`src/rtl/prescaled_counter_bank_pkg.sv`:
```
`default_nettype none
// ============================================================================
//  Module      : prescaled_counter_bank_pkg
//  Description : Shared constants and types for the prescaled counter bank.
//                Holds the reset-time divide values (channel 0 counts every
//                enabled cycle, the other channels every fourth) and the
//                channel-index type used to look them up.
//  Revision    : 1.0  initial release
// ============================================================================
package prescaled_counter_bank_pkg;

    localparam int c_DIV_DEFAULT_CH0   = 1;
    localparam int c_DIV_DEFAULT_OTHER = 4;

    typedef logic [7:0] chan_idx_t;

    // Reset divide value for a given channel, before truncation to PRESC_W.
    function automatic int default_div(input chan_idx_t ch);
        return (ch == '0) ? c_DIV_DEFAULT_CH0 : c_DIV_DEFAULT_OTHER;
    endfunction

endpackage
`default_nettype wire

```
`src/rtl/prescaled_counter_channel.sv`:
```
`default_nettype none
// ============================================================================
//  Module      : prescaled_counter_channel
//  Description : One counter channel: divide register, prescaler, event
//                counter and wrap flag. The counter advances once every
//                E enabled cycles, where E is the divide register value
//                (a value of 0 behaves as 1).
//  Revision    : 1.0  initial release
//  Config      : COUNTER_SAT_EN - counter saturates at all-ones and the wrap
//                flag becomes a level; otherwise the counter wraps and the
//                flag is a one-cycle pulse.
//  Ports       : i_clk      clock, rising edge
//                i_rst      asynchronous active-high reset
//                i_sel      this channel is addressed
//                i_en       count enable
//                i_clr      clear prescaler, counter and wrap flag
//                i_div_we   load divide register from i_div_in
//                i_div_in   new divide value
//                o_count    counter value (register)
//                o_wrap     rollover pulse / saturation level
// ============================================================================
module prescaled_counter_channel
    import prescaled_counter_bank_pkg::*;
#(
    parameter int                   WIDTH     = 64,
    parameter int                   PRESC_W   = 3,
    parameter logic [PRESC_W-1:0]   RESET_DIV = '0
) (
    input  logic               i_clk,
    input  logic               i_rst,
    input  logic               i_sel,
    input  logic               i_en,
    input  logic               i_clr,
    input  logic               i_div_we,
    input  logic [PRESC_W-1:0] i_div_in,
    output logic [WIDTH-1:0]   o_count,
    output logic               o_wrap
);

    logic [PRESC_W-1:0] r_div;
    logic [PRESC_W-1:0] r_presc;
    logic [WIDTH-1:0]   r_count;
    logic               r_wrap;

    logic [PRESC_W-1:0] w_eff;
    logic               w_terminal;
    logic               w_inc;
    logic               w_roll;
    logic               w_cnt_max;
    logic [WIDTH-1:0]   w_cnt_next;
    logic               w_wrap_next;

    assign w_eff      = (r_div == '0) ? PRESC_W'(1) : r_div;
    assign w_terminal = (r_presc == (w_eff - PRESC_W'(1)));
    // Clear wins over a simultaneous increment.
    assign w_inc      = i_sel & i_en & ~i_clr;
    assign w_roll     = w_inc & w_terminal;
    assign w_cnt_max  = (r_count == '1);

`ifdef COUNTER_SAT_EN
    assign w_cnt_next  = (w_roll && !w_cnt_max) ? r_count + WIDTH'(1) : r_count;
    // Level: stays high for as long as the counter sits at all-ones.
    assign w_wrap_next = (w_cnt_next == '1);
`else
    assign w_cnt_next  = w_roll ? r_count + WIDTH'(1) : r_count;
    assign w_wrap_next = w_roll & w_cnt_max;
`endif

    always_ff @(posedge i_clk or posedge i_rst) begin
        if (i_rst) begin
            r_div   <= RESET_DIV;
            r_presc <= '0;
            r_count <= '0;
            r_wrap  <= 1'b0;
        end else if (i_sel && i_clr) begin
            r_presc <= '0;
            r_count <= '0;
            r_wrap  <= 1'b0;
            if (i_div_we) begin
                r_div <= i_div_in;
            end
        end else begin
            r_count <= w_cnt_next;
            r_wrap  <= w_wrap_next;
            // A divide write restarts the prescaler; the counter update of
            // this edge already used the old divide value above.
            if (i_sel && i_div_we) begin
                r_div   <= i_div_in;
                r_presc <= '0;
            end else if (w_inc) begin
                r_presc <= w_terminal ? '0 : r_presc + PRESC_W'(1);
            end
        end
    end

    assign o_count = r_count;
    assign o_wrap  = r_wrap;

endmodule
`default_nettype wire

```
`src/rtl/prescaled_counter_bank.sv`:
```
`default_nettype none
// ============================================================================
//  Module      : prescaled_counter_bank
//  Description : Bank of CHANNELS independent prescaled event counters.
//                Slt addresses one channel for En / Clr / Div_We; a select
//                value >= CHANNELS addresses nothing.
//  Revision    : 1.0  initial release
//  Config      : COUNTER_SAT_EN - saturating counters with level wrap flag.
//  Ports       : Clk     clock, rising edge
//                Reset   asynchronous active-high reset
//                En      count enable for the selected channel
//                Slt     channel select
//                Clr     synchronous clear of the selected channel
//                Div_We  divide register write strobe
//                Div_In  divide value
//                Count   flattened counters, channel k at [k*WIDTH +: WIDTH]
//                Wrap    per-channel rollover/saturation flag
// ============================================================================
module prescaled_counter_bank
    import prescaled_counter_bank_pkg::*;
#(
    parameter int WIDTH    = 64,
    parameter int CHANNELS = 4,
    parameter int PRESC_W  = 3,
    parameter int SEL_W    = 2
) (
    input  logic                      Clk,
    input  logic                      Reset,
    input  logic                      En,
    input  logic [SEL_W-1:0]          Slt,
    input  logic                      Clr,
    input  logic                      Div_We,
    input  logic [PRESC_W-1:0]        Div_In,
    output logic [CHANNELS*WIDTH-1:0] Count,
    output logic [CHANNELS-1:0]       Wrap
);

    logic [CHANNELS-1:0] w_sel;

    for (genvar k = 0; k < CHANNELS; k++) begin : g_chan
        localparam int                 c_DEF_INT = default_div(chan_idx_t'(k));
        localparam logic [PRESC_W-1:0] c_DEF_DIV = c_DEF_INT[PRESC_W-1:0];

        logic [WIDTH-1:0] w_count;

        // Out-of-range select values never match any channel.
        assign w_sel[k] = (Slt == SEL_W'(k));

        prescaled_counter_channel #(
            .WIDTH     (WIDTH),
            .PRESC_W   (PRESC_W),
            .RESET_DIV (c_DEF_DIV)
        ) u_chan (
            .i_clk    (Clk),
            .i_rst    (Reset),
            .i_sel    (w_sel[k]),
            .i_en     (En),
            .i_clr    (Clr),
            .i_div_we (Div_We),
            .i_div_in (Div_In),
            .o_count  (w_count),
            .o_wrap   (Wrap[k])
        );

        assign Count[k*WIDTH +: WIDTH] = w_count;
    end

endmodule
`default_nettype wire

```
`config.mk`:
```
export PLATFORM = sky130hd
export DESIGN_NAME = prescaled_counter_bank
export DESIGN_NICKNAME = d
export VERILOG_FILES = /design/src/rtl/prescaled_counter_bank_pkg.sv /design/src/rtl/prescaled_counter_channel.sv /design/src/rtl/prescaled_counter_bank.sv
export SDC_FILE = /design/constraint.sdc
export NUM_CORES = 1
export LEC_CHECK = 0
export ABC_CLOCK_PERIOD_IN_PS = 24200
export BUFFER_PORTS_ARGS = -buffer_cell sky130_fd_sc_hd__buf_2
export CAP_MARGIN = 20
export CORE_MARGIN = 4
export CORE_UTILIZATION = 55
export DETAILED_ROUTE_END_ITERATION = 16
export PLACE_DENSITY = 0.85
export SLEW_MARGIN = 20
export SYNTH_ARGS = -nofsm -noshare
export SYNTH_HDL_FRONTEND = slang
export SYNTH_SLANG_ARGS = --single-unit
```
`constraint.sdc`:
```
create_clock -name Clk -period 24.2 [get_ports Clk]
set_clock_uncertainty 0.15 [all_clocks]
set_input_delay 0 -clock Clk [delete_from_list [all_inputs] [get_ports Clk]]
set_output_delay 0 -clock Clk [all_outputs]
set_load 0.005 [all_outputs]
```
==> results.yml, run 1 <==
global_route:
  overflow: 0
  antenna_found_initial: 0
  grt_first_pass_wirelength_mm: 67.29
  largest_net_degree_at_the_start_of_global_routing: 161
  grt_pass1_vias: 13390
  gr-usage-all-layers_pct: 25.86
timing:
  unrepaired_setup_endpoints_after_global_routing: "no"
  timing.final.crit_period_ns: 3.533
  hold-worst-slack_ns: 0.01534
  hold_viol_final: 0
  layout_worst_path_cycle_share_pct: 14.60
  maxSlewHeadroom_pct: 30.07
  setup_total_negative_slack_ns: 0
  worst_pin_slew_ns: 1.049
  final_max_slew_viol_count: 0
  report.final.setup_viol: 0
  max_freq_mhz: 283.1
clocking:
  total_cts_buffers: 31
  clock-root-buffer: "sky130_fd_sc_hd__clkbuf_16"
  tritoncts: "done"
  clock-sinks: 284
  cts.clk_slew.worst_paths_ns: 0.06
  cts_repair_resize_count: 0
  clock_latency_reported_for_the_late_side_of_the_worst_skew_pair_ns: 0.55
  htree_levels: 1
  maximum_root_to_sink_buffer_count: 3
synthesis:
  syn_area_per_cell_um2: 9.249
  post_synth_inst_count: 1632
  async_set_or_reset_flop_fraction_in_the_synthesized_netlist_pct: 100.0
  seq_area_frac_synth_pct: 47.12
  synthDominantAreaCellType: "sky130_fd_sc_hd__dfrtp_1"
  postSynthRegisterBits: 284
  synth-warning-count: 0
  synthTopCellsByCount: "sky130_fd_sc_hd__dfrtp_1 (280), sky130_fd_sc_hd__nor2_1 (224), sky130_fd_sc_hd__nand2_1 (140)"
  yosys.cell_count.top_type: "sky130_fd_sc_hd__dfrtp_1"
  syn-cell-area_um2: 15090
  ys_top_cells_by_area: "sky130_fd_sc_hd__dfrtp_1 (46%), sky130_fd_sc_hd__xnor2_1 (6.3%), sky130_fd_sc_hd__nor2_1 (5.6%)"
  synthDominantCellAreaShare_pct: 46.42
  synth.net_count: 1654
  synth_edf_count: 0
  synthDistinctLibCells: 54
  synth_flop_cell: "sky130_fd_sc_hd__dfrtp_1"
critical_path:
  crit_required_ns: 24.51
  crit_arrival_ns: 3.84
  worst_setup_path_end_kind: "flop"
  max_stage_delay_ns: 0.69
  critical_path_peak_fanout: 20
  timing.rr.end: "g_chan[2].u_chan.o_count[62]"
  crit_path_top_delay_cell: "sky130_fd_sc_hd__or4_1"
  rrSetupSlack_ns: 20.67
  worstPathCellList: "o21bai_1, inv_1, ha_1, xnor2_1, nor2_1, and3_1, nand3_1, or4_1, a21oi_1"
  type_of_the_worst_setup_path: "flop to flop"
  regToRegStartpoint: "g_chan[2].u_chan.r_div[1]"
  reg2reg_depth: 9
  setup.worst_path.start_class: "flop"
drt:
  detailroute.via_count: 13730
  drt-pass1-iter-count: 5
  drt_iter0_drc: 1528
  wl_mm: 40.37
  post-route-drc-count: 0
  avgViaCountPerCell: 6.129
  wl_per_cell_um: 18.02
  final_ant_viol_nets: 0
finish:
  final_net_count: 1903
  area_growth_pct: 17.24
  filler_cell_count: 2132
  multi_input_combinational_cell_area_um2: 7570
  layout-drive-gt1-share_pct: 18.69
  layout.area.seq_um2: 7112
  insertedDiodeCount: 0
die:
  dieArea_um2: 30160
  num_io_pins: 270
  dieWidth_um: 173.7
  num_rows: 60
  die_y_um: 173.7
  core_region_area_um2: 26950
  start_util_pct: 56.01
run_status:
  status: "complete, no violations"
place:
  place.port_buffers: 269
  dpl.hpwl_mm: 26.96
  gp_congestion: 0.9128
power:
  irDropWorstVdd_v: 0.00004934
  power_per_cell_area_nw_per_um2: 56.49
  power.leakage_uw: 0.008247
hold_path:
  min-delay-path-class: "primary input to asynchronous set/reset pin"
run:
  cap_viol_max_count: 0
==> through the flow <==
| step | power [uW] | worst slack, ns | std cells | util (%) | area [um^2] |
|---|---|---|---|---|---|
| 5_1_grt | 1040 | 20.39 | 2240 | 65.66 | 17700 |
| 4_1_cts | 1010 | 20.74 | 2240 | 65.66 | 17700 |
| 3_5_place_dp | 564.0 | 20.76 | 2177 | 61.74 | 16640 |
| 6_report | 999.7 | 20.67 | 2240 | 65.66 | 17700 |
| 3_3_place_gp | 561.3 | 20.84 | 2177 | 61.74 | 16640 |
| 2_1_floorplan | 547.6 | 16.22 | 1632 | - | 15090 |
==> power breakdown <==
group / total, uW / switching [uW] / internal (uW)
logic: 66.9 / 42.3 / 24.7
registers: 490 / 6.82 / 483
clock network: 443 / 187 / 256
total: 1000 / 236 / 764
==> state kept, by name, indices dropped and copies added (netlist names) <==
register	count
g_chan.u_chan.o_wrap	4
g_chan.u_chan.r_presc	12
g_chan.u_chan.r_div	12
g_chan.u_chan.o_count	256
==> placed cells by master, fill, tap and decap left out, types with 39 or more instances in the layout <==
master	synthesis	final
sky130_fd_sc_hd__xnor2_1	109	109
sky130_fd_sc_hd__and3_1	40	39
sky130_fd_sc_hd__nor4_1	46	46
sky130_fd_sc_hd__a21oi_1	53	53
sky130_fd_sc_hd__xor2_1	68	68
sky130_fd_sc_hd__dfrtp_1	280	280
sky130_fd_sc_hd__nor3_1	74	74
sky130_fd_sc_hd__nor2_1	224	224
sky130_fd_sc_hd__nand3_1	114	114
sky130_fd_sc_hd__buf_2	7	269
sky130_fd_sc_hd__nand2_1	140	140
sky130_fd_sc_hd__or3_1	40	40
sky130_fd_sc_hd__nand4_1	90	90
sky130_fd_sc_hd__o21ai_0	44	44
==> timing repair <==
item,in CTS,in global routing
hold endpoints to repair,154,0
hold buffers,12,0
buffers inserted,0,0
==> routing by layer <==
layer,routed length [um],global-route usage (%)
met1,17120,35.30
met3,3382,5.453
met4,764,7.027
met5,0,0
met2,19100,42.38
==> final cells by class <==
type | instances | area share [%]
clock buffer | 46 | 5.154
clock inverter | 5 | 0.1414
inverter | 32 | 0.7212
multi-input combinational | 1245 | 42.77
sequential | 284 | 40.19
tap | 341 | 2.411
timing repair buffer | 287 | 8.611
==> worst max-delay path: cells and delay by family, from the launching register on <==
family          cells  cell delay [ns]
flops               1             0.39
buf+inv             1             0.06
xor+xnor            1             0.12
simple gates        4             2.04
fa+ha+maj           1             0.30
compound gates      2             0.37
==> kinds of logic (layout without fill, tap and decap cells) <==
group | count (synthesis) | after routing | synth area share (%)
adder cells (fa/ha/maj) | 12 | 12 | 0.9947
XOR/XNOR | 181 | 181 | 10.89
AND/OR/NAND/NOR | 872 | 872 | 30.09
AO/OA/AOI/OAI | 142 | 142 | 5.521
buffers and inverters | 103 | 370 | 2.769
multiplexers | 38 | 38 | 2.619
flip-flops | 284 | 284 | 47.12
==> worst max-delay path by stage <==
stage / start / end / cells after the start
after floorplan: Reset / g_chan[0].u_chan.o_count[0] / 1
after global placement: g_chan[2].u_chan.r_div[1] / g_chan[2].u_chan.o_count[62] / 9
after detailed placement: g_chan[2].u_chan.r_div[1] / g_chan[2].u_chan.o_count[58] / 9
after CTS: g_chan[2].u_chan.r_div[1] / g_chan[2].u_chan.o_count[62] / 9
after global routing: g_chan[2].u_chan.r_div[1] / g_chan[2].u_chan.o_count[58] / 9
final: g_chan[2].u_chan.r_div[1] / g_chan[2].u_chan.o_count[62] / 9
Power figures use the tool's default switching activity.
==> run 2: changes to the inputs <==
ABC_CLOCK_PERIOD_IN_PS = 3100   (was 24200)
CORE_UTILIZATION = 51   (was 55)
PLACE_DENSITY = 0.83   (was 0.85)
clock period = 3.1 ns   (was 24.2 ns; I/O delays follow)
==> run 2 against run 1 <==
Against the previous run:
- worst setup slack got worse by 20 ns
- non-clock buffer count up 35
- fmax increased by 21%
- critical path depth unchanged
- critical path type unchanged
- largest cell class unchanged
==> results.yml, run 2 (synthesis results as in run 1) <==
hold_path:
  min-delay-path-class: "primary input to flop"
global_route:
  overflow: 0
  gr-usage-met2_pct: 40.26
  grt_first_pass_wirelength_mm: 69.01
  groute.layer.met1.usage_pct: 34.11
  grtUsageMet3_pct: 5.228
  largest_net_degree_at_the_start_of_global_routing: 130
  top_usage_layer: "met2"
  grt_pass1_vias: 13480
  gr-usage-all-layers_pct: 24.77
  antenna_found_initial: 0
power:
  irDropWorstVdd_v: 0.0003256
  power.leakage_uw: 0.008516
  report.power.total_uw: 8420
  power_per_cell_area_nw_per_um2: 461.3
die:
  dieArea_um2: 32410
  dieWidth_um: 180.0
  num_rows: 62
  core_region_area_um2: 28940
  start_util_pct: 52.17
  num_io_pins: 270
  die_y_um: 180.0
finish:
  filler_cell_count: 2370
  largest_reg_flops: 256
  final-instance-count-excl-fill: 2327
  area_growth_pct: 20.92
  layout.cells.most_common: "sky130_fd_sc_hd__dfrtp_1"
  most-common-layout-cells: "sky130_fd_sc_hd__dfrtp_1 (280), sky130_fd_sc_hd__buf_2 (269), sky130_fd_sc_hd__nor2_1 (224)"
  final_net_count: 1941
  insertedDiodeCount: 0
  layout-drive-gt1-share_pct: 20.59
timing:
  timing.final.crit_period_ns: 2.910
  maxSlewHeadroom_pct: 30.03
  layout_worst_path_cycle_share_pct: 93.86
  unrepaired_setup_endpoints_after_global_routing: "no"
  final_max_slew_viol_count: 0
  report.final.setup_viol: 0
  worst_pin_slew_ns: 1.049
  max_freq_mhz: 343.7
  hold_viol_final: 0
critical_path:
  crit_required_ns: 3.36
  setup.worst_path.start_class: "flop"
  worst_setup_path_end_kind: "flop"
  crit_arrival_ns: 3.16
  timing.rr.end: "g_chan[2].u_chan.o_count[59]"
  type_of_the_worst_setup_path: "flop to flop"
  worst_setup_path_startpoint: "g_chan[2].u_chan.r_div[1]"
  cp-endpoint: "g_chan[2].u_chan.o_count[59]"
  critical_path_peak_fanout: 7
  worstPathCellList: "o21bai_1, inv_1, ha_1, xnor2_1, nor2_1, nand3_2, or4_1, or3_1, a21oi_1"
  rrSetupSlack_ns: 0.19
  regToRegStartpoint: "g_chan[2].u_chan.r_div[1]"
  max_stage_delay_ns: 0.66
  reg2reg_depth: 9
  crit_path_top_delay_cell: "sky130_fd_sc_hd__or4_1"
clocking:
  maximum_root_to_sink_buffer_count: 3
  total_cts_buffers: 34
  clock_latency_reported_for_the_late_side_of_the_worst_skew_pair_ns: 0.50
  clock-sinks: 284
  tritoncts: "done"
  htree_levels: 2
  clock-root-buffer: "sky130_fd_sc_hd__clkbuf_16"
  cts.clk_slew.worst_paths_ns: 0.05
drt:
  drt_iter0_drc: 1138
  final_ant_viol_nets: 0
  wl_mm: 41.72
  detailroute.via_count: 13810
  wl_per_cell_um: 17.93
  drt-pass1-iter-count: 6
  avgViaCountPerCell: 5.934
  post-route-drc-count: 0
place:
  gp_congestion: 0.8606
  place.port_buffers: 269
  dpl.hpwl_mm: 28.68
  numPlacedInstances: 2254
run:
  cap_viol_max_count: 0
run_status:
  status: "complete, no violations"
## run 2: cell types whose count changed in the layout (fill, tap and decap cells not counted), moves of 2 or more
| cell | change |
|---|---|
| sky130_fd_sc_hd__buf_4 | +34 |
| sky130_fd_sc_hd__bufinv_16 | +2 |
| sky130_fd_sc_hd__clkinvlp_4 | +2 |
| sky130_fd_sc_hd__buf_12 | +2 |
| sky130_fd_sc_hd__clkbuf_16 | +6 |
## run 2: stage by stage
stage	instance area [um^2]	hold slack [ns]	util, %	TNS [ns]	worst slack, ns
after global routing	18250	0.07172	63.08	0	0.002963
after global placement	16970	-0.1621	58.64	0	0.2928
after detailed placement	16970	-0.1600	58.64	0	0.1687
after floorplan	15100	0.0004458	-	-226.80	-0.8100
final	18250	0.02383	63.08	0	0.1905
after CTS	18230	0.006681	63.01	0	0.1567
## run 2: worst min path at each step
| stage | start | to | cells past startpoint |
|---|---|---|---|
| final | Clr | g_chan[0].u_chan.r_presc[0] | 4 |
| after global routing | Clr | g_chan[0].u_chan.r_presc[0] | 4 |
| after CTS | Clr | g_chan[0].u_chan.r_presc[0] | 4 |
| after detailed placement | Reset | g_chan[3].u_chan.o_wrap | 2 |
| after global placement | Reset | g_chan[3].u_chan.o_wrap | 2 |
| after floorplan | Div_In[0] | g_chan[3].u_chan.r_div[0] | 1 |
## run 2: area by class of cell
| cell class | count | area, um^2 | area share (%) |
|---|---|---|---|
| clock buffer | 53 | 1066 | 5.840 |
| clock inverter | 7 | 87.58 | 0.4798 |
| inverter | 32 | 123.9 | 0.6786 |
| multi-input combinational | 1245 | 7574 | 41.49 |
| sequential | 284 | 7112 | 38.96 |
| tap | 384 | 480.5 | 2.632 |
| timing repair buffer | 322 | 1809 | 9.912 |
## run 2: per-layer routing
layer  vias up  routed length, um
li1       6386                  -
met1      6741              17690
met2       592              19730
met3        90               3378
met4         0                921
met5         -                  0
## run 2: critical path: cells and delay by family, from the launching register on
kind | cells | cell delay, ns
AND/OR/NAND/NOR | 4 | 1.43
adder cells (fa/ha/maj) | 1 | 0.30
XOR/XNOR | 1 | 0.12
flip-flops | 1 | 0.39
AO/OA/AOI/OAI | 2 | 0.35
buffers and inverters | 1 | 0.07
## run 2: what timing repair did
action | in CTS | in global routing
hold endpoints to repair | 305 | 0
resized for setup | 0 | 1
hold buffers | 11 | 0
buffers inserted | 0 | 2
endpoints found under the setup margin | 0 | 4
## run 2: power by group
group / switching (uW) / internal, uW
logic: 342 / 205
clock network: 1530 / 2530
registers: 53.1 / 3770
==> run 3: changes to the inputs <==
RECOVER_POWER = 100   (was unset)
TNS_END_PERCENT = 50   (was unset)
==> run 3 against run 2 <==
Against the previous run:
- the flow now finishes with violations (max-capacitance violations, max-slew violations)
- highest routed layer unchanged
- register-to-register slack got worse by 0.02 ns
- cell count unchanged
- largest cell class unchanged
- clock power about the same
==> results.yml, run 3 (synthesis results as in run 1) <==
drt:
  wl_mm: 41.80
  detailroute.via_count: 13820
  avgViaCountPerCell: 5.939
  post-route-drc-count: 0
  drt-pass1-iter-count: 7
  wl_per_cell_um: 17.96
  drt_iter0_drc: 1095
  final_ant_viol_nets: 0
place:
  gp_congestion: 0.8606
  placed_inst_area_um2: 16970
  place.port_buffers: 269
  dpl.hpwl_mm: 28.68
clocking:
  clock_latency_reported_for_the_late_side_of_the_worst_skew_pair_ns: 0.50
  maximum_root_to_sink_buffer_count: 3
  clock-sinks: 284
  total_cts_buffers: 34
  tritoncts: "done"
  htree_levels: 2
  clock-root-buffer: "sky130_fd_sc_hd__clkbuf_16"
  cts.clk_slew.worst_paths_ns: 0.05
critical_path:
  max_stage_delay_ns: 0.66
  crit_path_top_delay_cell: "sky130_fd_sc_hd__clkbuf_1"
  setup.worst_path.start_class: "primary input"
  worstPathCellList: "dlygate4sd3_1, clkbuf_1, and4bb_2, and4_1, and3_1, clkbuf_1, nand3_1, o211ai_1, o31ai_1"
  crit_arrival_ns: 3.16
  cpMostUsedCell: "sky130_fd_sc_hd__clkbuf_1"
  type_of_the_worst_setup_path: "primary input to flop"
  critical_path_peak_fanout: 13
  reg2reg_depth: 9
  worst_setup_path_end_kind: "flop"
  crit_required_ns: 3.32
finish:
  most-common-layout-cells: "sky130_fd_sc_hd__dfrtp_1 (280), sky130_fd_sc_hd__nor2_1 (224), sky130_fd_sc_hd__clkbuf_1 (150)"
  filler_cell_count: 2444
  area_growth_pct: 19.26
  layout-drive-gt1-share_pct: 12.92
  stdcell_area_um2: 18000
  post-route-util_pct: 62.21
  insertedDiodeCount: 0
  final_net_count: 1941
  layout.cells.most_common: "sky130_fd_sc_hd__dfrtp_1"
  largest_reg_flops: 256
die:
  start_util_pct: 52.17
  num_rows: 62
  dieWidth_um: 180.0
  core_region_area_um2: 28940
  dieArea_um2: 32410
  die_y_um: 180.0
  num_io_pins: 270
timing:
  maxSlewHeadroom_pct: -3.429
  hold_viol_final: 0
  timing.final.crit_period_ns: 2.939
  unrepaired_setup_endpoints_after_global_routing: "no"
  setup_total_negative_slack_ns: 0
  final_max_slew_viol_count: 68
  hold-worst-slack_ns: 0.02427
  worst_pin_slew_ns: 1.551
  report.final.setup_viol: 0
  layout_worst_path_cycle_share_pct: 94.82
  max_freq_mhz: 340.2
global_route:
  largest_net_degree_at_the_start_of_global_routing: 130
  grt_first_pass_wirelength_mm: 69.01
  overflow: 0
  gr-usage-all-layers_pct: 24.77
  grt_pass1_vias: 13480
  antenna_found_initial: 0
hold_path:
  min_path_cells: 4
  min-delay-path-class: "primary input to flop"
power:
  irDropWorstVdd_v: 0.0003251
  power_per_cell_area_nw_per_um2: 467.4
  power.leakage_uw: 0.007866
run_status:
  status: "finished with violations"
  failing_checks: "max-capacitance violations, max-slew violations"
run:
  cap_viol_max_count: 1
==> run 3: cell count changes in the layout (fill, tap and decap cells not counted), moves of 2 or more <==
cell | previous run | this run
sky130_fd_sc_hd__buf_1 | 0 | 5
sky130_fd_sc_hd__and2_1 | 19 | 16
sky130_fd_sc_hd__nor4_1 | 46 | 48
sky130_fd_sc_hd__buf_4 | 39 | 28
sky130_fd_sc_hd__and2_0 | 0 | 3
sky130_fd_sc_hd__buf_2 | 269 | 133
sky130_fd_sc_hd__nor4_2 | 4 | 2
sky130_fd_sc_hd__buf_12 | 3 | 1
sky130_fd_sc_hd__clkbuf_4 | 0 | 2
sky130_fd_sc_hd__clkbuf_1 | 8 | 150
==> run 3: worst paths after layout <==
kind	startpoint	endpoint	slack, ns
max in group asynchronous	Reset	g_chan[0].u_chan.o_count[30]	0.45
max	Slt[1]	g_chan[2].u_chan.o_count[24]	0.16
min	Clr	g_chan[0].u_chan.r_presc[0]	0.02
min reg2reg	g_chan[1].u_chan.o_count[48]	g_chan[1].u_chan.o_count[48]	0.35
min in group asynchronous	Reset	g_chan[3].u_chan.o_count[63]	0.48
max reg2reg	g_chan[2].u_chan.r_div[1]	g_chan[2].u_chan.o_count[59]	0.17
==> run 3: cell type report <==
| class | count | area (um^2) | area share [%] |
|---|---|---|---|
| repair buffers | 322 | 1573 | 8.737 |
| inverters | 32 | 121.4 | 0.6742 |
| flip-flops and latches | 284 | 7112 | 39.51 |
| clock buffers | 53 | 1066 | 5.922 |
| well taps | 384 | 480.5 | 2.669 |
| multi-input cells | 1245 | 7561 | 42.00 |
| clock inverters | 7 | 87.58 | 0.4866 |
==> run 3: worst max-delay path, delay by kind of cell <==
family | cells | cell delay, ns
compound gates | 2 | 0.34
buf+inv | 3 | 1.66
simple gates | 4 | 1.16
==> run 3: timing repair <==
action,in CTS,in global routing
endpoints found under the setup margin,0,4
resized for setup,0,1
hold endpoints to repair,305,0
hold buffers,11,0
buffers inserted,0,2
==> run 3: layer usage <==
| layer | track usage, % | vias to the layer above | routed length, um | part of all wire, % |
|---|---|---|---|---|
| met2 | 40.26 | 632 | 19820 | 47 |
| met4 | 6.715 | 0 | 888 | 2.1 |
| met5 | 0 | - | 0 | 0 |
| li1 | - | 6382 | - | - |
| met1 | 34.11 | 6723 | 17540 | 42 |
| met3 | 5.228 | 82 | 3551 | 8.5 |
==> run 3: power by group <==
part | leakage [uW] | total [uW] | internal (uW) | switching [uW]
combinational | 0.00336 | 538 | 197 | 341
clock | 0.000567 | 4050 | 2530 | 1530
sequential | 0.00393 | 3820 | 3770 | 53.1
==> run 3: per-stage QoR <==
step           setup slack [ns]  total power, uW  cells
6_report                 0.1607             8413   2327
5_1_grt                0.002963             8732   2327
4_1_cts                  0.1567             8504   2325
3_5_place_dp             0.1687             4427   2254
3_3_place_gp             0.2928             4405   2254
2_1_floorplan           -0.8100             4276   1632
